===== config.mk =====
export PLATFORM = sky130hd
export DESIGN_NAME = clkrecv
export DESIGN_NICKNAME = d
export VERILOG_FILES = /design/src/rtl/clk_pkg.sv /design/src/rtl/clkrecv_filter.sv /design/src/rtl/clkrecv.sv
export SDC_FILE = /design/constraint.sdc
export NUM_CORES = 1
export LEC_CHECK = 0
export ABC_AREA = 1
export CORE_MARGIN = 2
export CORE_UTILIZATION = 39
export DETAILED_ROUTE_END_ITERATION = 12
export PLACE_DENSITY = 0.58
export SETUP_SLACK_MARGIN = 0.2
export SLEW_MARGIN = 30
export SYNTH_ARGS = -nofsm -noshare
export SYNTH_HDL_FRONTEND = slang
export SYNTH_SLANG_ARGS = --single-unit

===== constraint.sdc =====
create_clock -name clk_i -period 3 [get_ports clk_i]
set_input_delay 0.9 -clock clk_i [delete_from_list [all_inputs] [get_ports clk_i]]
set_output_delay 0.9 -clock clk_i [all_outputs]
set_load 0.02 [all_outputs]

===== src/rtl/clk_pkg.sv =====
// clk_pkg: state/error encodings and idle-level helper shared by clkdiv and clkrecv
package clk_pkg;
  typedef enum logic [2:0] {IDLE = 3'b001, RUNNING = 3'b010} state_t;
  typedef enum logic {ERR_NONE = 1'b0, ERR_SHORT = 1'b1} err_t;
  function automatic logic idle_level(input int idle_high);
    return idle_high != 0;
  endfunction
endpackage


===== src/rtl/clkrecv_filter.sv =====
// clkrecv_filter: synchroniser plus glitch filter; toggle_o means level_o flips at the next edge
module clkrecv_filter
  import clk_pkg::*;
#(
  parameter int SYNC_STAGES = 2,
  parameter int FILTER      = 2,
  parameter int IDLE_HIGH   = 1
) (
  input  logic clk_i,
  input  logic rst_i,
  input  logic sclk_i,
  output logic level_o,
  output logic toggle_o
);
  localparam logic IDLE_LVL = idle_level(IDLE_HIGH);
  localparam int CW = FILTER > 1 ? $clog2(FILTER) : 1;
  localparam logic [CW-1:0] RELOAD = CW'(FILTER - 1);
  logic [SYNC_STAGES-1:0] sync;
  logic [CW-1:0] cnt;
  logic differ;
  assign differ = sync[SYNC_STAGES-1] != level_o;
  assign toggle_o = differ && cnt == '0;
  always_ff @(posedge clk_i)
    if (rst_i) begin
      sync <= {SYNC_STAGES{IDLE_LVL}};
      level_o <= IDLE_LVL;
      cnt <= RELOAD;
    end else begin
      sync <= {sync[SYNC_STAGES-2:0], sclk_i};
      level_o <= level_o ^ toggle_o;
      cnt <= differ && !toggle_o ? cnt - 1'b1 : RELOAD;
    end
endmodule


===== src/rtl/clkrecv.sv =====
// clkrecv: serial-clock receiver with burst FSM, gap/short detection and edge strobes.
// Define CLKRECV_PERIOD_EN to add the period_o/period_valid_o measurement.
module clkrecv
  import clk_pkg::*;
#(
  parameter int SYNC_STAGES = 2,
  parameter int FILTER      = 2,
  parameter int IDLE_HIGH   = 1,
  parameter int MIN_HALF    = 4,
  parameter int TIMEOUT     = 32
`ifdef CLKRECV_PERIOD_EN
  , parameter int PERIOD_WIDTH = 16
`endif
) (
  input  logic clk_i,
  input  logic rst_i,
  input  logic sclk_i,
  input  logic enable_i,
  output logic sclk_o,
  output logic rise_o,
  output logic fall_o,
  output logic active_o,
  output logic done_o,
  output logic stuck_o,
  output logic short_o
`ifdef CLKRECV_PERIOD_EN
  , output logic [PERIOD_WIDTH-1:0] period_o,
  output logic period_valid_o
`endif
);
  localparam logic IDLE_LVL = idle_level(IDLE_HIGH);
  localparam int GW = $clog2(TIMEOUT + 1);
  state_t state, state_n;
  err_t err;
  logic toggle, leave, ret, tmo, strobe;
  logic [GW-1:0] gap;
  clkrecv_filter #(
    .SYNC_STAGES(SYNC_STAGES),
    .FILTER(FILTER),
    .IDLE_HIGH(IDLE_HIGH)
  ) u_filter (
    .clk_i(clk_i),
    .rst_i(rst_i),
    .sclk_i(sclk_i),
    .level_o(sclk_o),
    .toggle_o(toggle)
  );
  // gap is one less than the cycles elapsed since the last edge at the edge being evaluated
  always_comb begin
    leave = toggle && sclk_o == IDLE_LVL;
    ret = toggle && sclk_o != IDLE_LVL;
    tmo = state == RUNNING && !toggle && gap == GW'(TIMEOUT - 1);
    strobe = state == RUNNING ? toggle : leave && enable_i;
    err = state == RUNNING && toggle && gap < GW'(MIN_HALF - 1) ? ERR_SHORT : ERR_NONE;
    state_n = state == RUNNING ? ((ret && !enable_i) || tmo ? IDLE : RUNNING)
                               : (state == IDLE && leave && enable_i ? RUNNING : IDLE);
  end
  always_ff @(posedge clk_i)
    if (rst_i) begin
      state <= IDLE;
      gap <= '0;
      {rise_o, fall_o, done_o, stuck_o, short_o} <= '0;
    end else begin
      state <= state_n;
      gap <= toggle ? '0 : gap == GW'(TIMEOUT) ? gap : gap + 1'b1;
      rise_o <= strobe && !sclk_o;
      fall_o <= strobe && sclk_o;
      done_o <= (state == RUNNING && ret && !enable_i) || (tmo && sclk_o == IDLE_LVL);
      stuck_o <= tmo && sclk_o != IDLE_LVL;
      short_o <= err == ERR_SHORT;
    end
  assign active_o = state == RUNNING;
`ifdef CLKRECV_PERIOD_EN
  logic [PERIOD_WIDTH-1:0] pcnt, pinc;
  assign pinc = &pcnt ? pcnt : pcnt + 1'b1;
  always_ff @(posedge clk_i)
    if (rst_i) begin
      pcnt <= '0;
      period_o <= '0;
      period_valid_o <= 1'b0;
    end else begin
      pcnt <= leave ? '0 : pinc;
      period_valid_o <= state == RUNNING && leave;
      if (state == RUNNING && leave) period_o <= pinc;
    end
`endif
endmodule


# Word level (Yosys, flattened, before mapping)
# Cells that the tools add are included.
# word_totals
regBits,18
input_bits,4
out_inout_bits,7
word_cells,52
# op_classes
addsub,2
order_cmp,1
n_eq_ne,5
muxes,5
n_bitwise,4
reduce_logical,25
# op_table
cell,n
1-bit logical AND,18
"6-bit by 1-bit adder with 6-bit output, second input constant",1
"6-bit by 5-bit == test with 1-bit output, second input constant",1
"6-bit == test, second input constant",1
"6-bit by 2-bit less-than comparator with 1-bit output, second input constant",1
2-bit two-way mux,3
2-bit OR reduction,2
"3-bit by 1-bit == test with 1-bit output, second input constant",1
"3-bit by 2-bit == test with 1-bit output, second input constant",1
1-bit zero test,3
1-bit inverter,3
1-bit logical OR,2
1-bit two-way mux,2
1-bit inequality test,1
"1-bit subtractor, second input constant",1
1-bit bitwise XOR,1

# Longest topological paths before layout
# logic_depth
depth_word,8
depth_mapped,7

# Cells and area by module
# A second synthesis with hierarchy kept.
# unflattened
cells_unflattened,95
hier_area_um2,703.2
# by_module_without_submodules
mod,instances,cells_per_inst,area_per_inst_um2,seq_area_each_um2
clkrecv,1,77,555.5,260.2
clkrecv_filter,1,18,147.6,80.1

# Least setup slack after synthesis
# OpenSTA, ideal clock, no wires.
# synth_path
path_kind,flip-flop to output port
from,register state[0]
to,output active_o
arrival_time_ps,610
required_ps,2100
slack_ps,1490
stages_incl_launch_ff,4
cell_sequence,dfxtp_1 > inv_1 > nand2_1 > inv_1
# synth_between
elab_chain_cells,1
# synth_lines
item,line,text
from (decl),clkrecv.sv:33,"state_t state, state_n;"
from (signal assigned),clkrecv.sv:64,state <= state_n;
3-bit by 2-bit == test with 1-bit output,clkrecv.sv:72,assign active_o = state == RUNNING;
to (decl),clkrecv.sv:22,"output logic active_o,"
# No other way between the ends.

# Final worst setup path
# Ends and elaborated chain as after synthesis.

==> flow_metrics.py <==
metrics = {
    "cts": {
        "path_clk_slew_ps": 100,
        "cts_tree": "yes",
        "post_cts_buffers": 0,
        "numClockSinks": 17,
        "cts_resized": 0,
        "cts_made_buffers": 3,
        "hold_buffers": 0,
        "clk_root_buffer_cell": "clkbuf_4",
        "cts.htree.levels": 1,
        "clock_latency_ps": 280,
        "cts_max_path_buffers": 2,
    },
    "timing": {
        "finalSetupViolCount": 0,
        "fin_skew_ps": 7.138,
        "fin_crit_sh_pct": 79.60,
        "rsz0062_at_grt": "false",
        "maxSlewViolCount": 0,
        "timing.max_slew.rel_slack_pct": 80.13,
        "setup_tns_ps": 0,
        "fmax_mhz": 418.8,
        "hold_slack_ps": 415.1,
        "hold_viol_final": 0,
        "worst_pin_slew_ps": 297.2,
        "post-route-min-period_ps": 2388,
        "setup_slack_ps": 612.1,
    },
    "global_route": {
        "track_usage_pct": 12.43,
        "grt_overflow": 0,
        "grt_pass1_wl_mm": 1.932,
        "grt_max_degree": 11,
        "grt_pass1_vias": 493,
        "antenna_found_initial": 0,
    },
    "outcome": {
        "status": "finished clean",
    },
    "die": {
        "die_h_um": 46.91,
        "initial_core_util_pct": 41.59,
        "core_um2": 1727,
        "num_rows": 15,
        "die_area_um2": 2201,
        "io_pins": 11,
        "fp.dieW_um": 46.91,
    },
    "final_layout": {
        "final_core_util_pct": 50.80,
        "final_cell_mix": "dfxtp_1 (17), nor2_1 (15), inv_1 (12), nand2_1 (10), clkdlybuf4s50_1 (10)",
        "fill_cells": 192,
        "drive_gt1_share_pct": 13.86,
        "fin_nets": 108,
        "antennaDiodeCount": 0,
        "area_delta_synth_final_pct": 22.13,
        "final_cell_count_no_fill": 126,
        "post-route-cell-area_um2": 877.1,
        "final_common_cell": "dfxtp_1",
    },
    "critical_path": {
        "ff2ff_setup_slack_ps": 1820,
        "crit_fanout": 6,
        "worst_r2r_endpoint": "state[1]",
        "cp-end-kind": "output port",
        "cp.required_ps": 2100,
        "r2r.worst_path.cells": 6,
        "startpoint_type": "register",
        "crit_arrival_ps": 1490,
        "worstReg2RegStart": "gap[1]",
        "crit_type": "reg2out",
    },
    "place": {
        "place_area_um2": 849.6,
        "port_buffers": 10,
        "finalWeightedCongestion": 0.8047,
        "hpwl_um": 938.9,
        "dp_cells": 122,
        "pre_cts_ws_ps": 901.5,
    },
    "synth": {
        "ys_seq_elements": 17,
        "netlist_area_um2": 718.2,
        "ys_seq_area_share_pct": 47.39,
        "ys_warn_count": 0,
        "syn_nets": 93,
        "synthArstFlopShare_pct": 0,
        "postSynthCellCount": 87,
        "synth_area_per_cell_um2": 8.255,
        "synth-edff-count": 0,
        "synthDistinctLibCells": 20,
        "ys.flop_type": "dfxtp_1",
    },
    "detailed_routing": {
        "num_vias": 571,
        "drc_errors": 0,
        "drt_pass1_iterations": 4,
        "vias_per_cell": 4.532,
        "antenna_left": 0,
        "drt_wl_total_mm": 1.212,
        "drt_iter0_markers": 15,
        "avgRoutedWirePerCell_um": 9.619,
    },
    "worst_hold_path": {
        "hp-start": "u_filter.sync[0]",
        "hold_depth": 1,
        "holdPathEnd": "u_filter.sync[1]",
        "hold_path.class": "reg2reg",
    },
    "job": {
        "cap_violations": 0,
    },
    "power": {
        "design_power_total_uw": 387.1,
        "p_per_area_nw_per_um2": 441.4,
        "p_leak_nw": 0.3664,
        "ir_worst_vdd_v": 0.0002097,
    },
}
## where the power goes
part	switching, mW	internal (mW)
sequential	0.00581	0.232
clock	0.0662	0.0493
combinational	0.0193	0.0144
## layout make-up
cell class | count | area, µm² | area share [%]
Inverter | 13 | 48.80 | 5.563
Sequential cell | 17 | 340.3 | 38.80
Clock buffer | 3 | 22.52 | 2.568
Multi-Input combinational cell | 57 | 329.1 | 37.52
Clock inverter | 1 | 5.005 | 0.5706
Tap cell | 25 | 31.28 | 3.566
Timing Repair Buffer | 10 | 100.1 | 11.41
## synth_stat cells, types with 2 or more instances
master | count | area (µm²)
xor2_1 | 4 | 35.03
nand3_4 | 2 | 35.03
nand2_1 | 10 | 37.54
inv_1 | 12 | 45.04
nand2_2 | 2 | 12.51
o21ai_1 | 2 | 10.01
or2_2 | 2 | 12.51
nor3_1 | 4 | 20.02
nand4_1 | 3 | 18.77
dfxtp_1 | 17 | 340.3
nor2_1 | 15 | 56.30
nand3_1 | 4 | 20.02
ha_1 | 2 | 25.02
a21oi_1 | 2 | 10.01
## state kept, by name, summed over array words and instances, names as in the netlist, named ones only
signal	cells
done_o	1
fall_o	1
gap	6
rise_o	1
short_o	1
state	2
stuck_o	1
u_filter.cnt	1
u_filter.sync	2
## critical path, stage by stage (launching register included)
cell	delay [ps]
dfxtp_1	310
inv_1	60
nand2_1	130
inv_1	110
clkdlybuf4s50_1	600
## worst max-delay path by stage
| stage | startpoint | cells after the start | to | slack [ps] |
|---|---|---|---|---|
| after floorplan | state[0] | 3 | active_o | 1490 |
| after global placement | state[0] | 4 | active_o | 920 |
| after detailed placement | rst_i | 4 | gap[4] | 900 |
| after CTS | state[0] | 4 | active_o | 600 |
| after global routing | state[0] | 4 | active_o | 520 |
| final | state[0] | 4 | active_o | 610 |
## kinds of logic (layout without fill, tap and decap cells)
family                     Yosys count  in the layout  share of synthesized area (%)
and+or+nand+nor                     45             45                          32.75
DFF                                 17             17                          47.39
buffers and inverters               13             27                          6.793
AOI/OAI and AO/OA                    6              6                          4.703
xor gates and xnor gates             4              4                          4.878
adders and majority gates            2              2                          3.484
## metal layers
metal	GRT usage [%]	vias to the layer above	part of all wire, %
met3	2.308	2	4.2
li1	-	303	-
met4	6.667	0	0.99
met5	0	-	0
met2	21.64	10	49
met1	14.32	256	46
No activity file was read; power rests on OpenSTA's default activity.
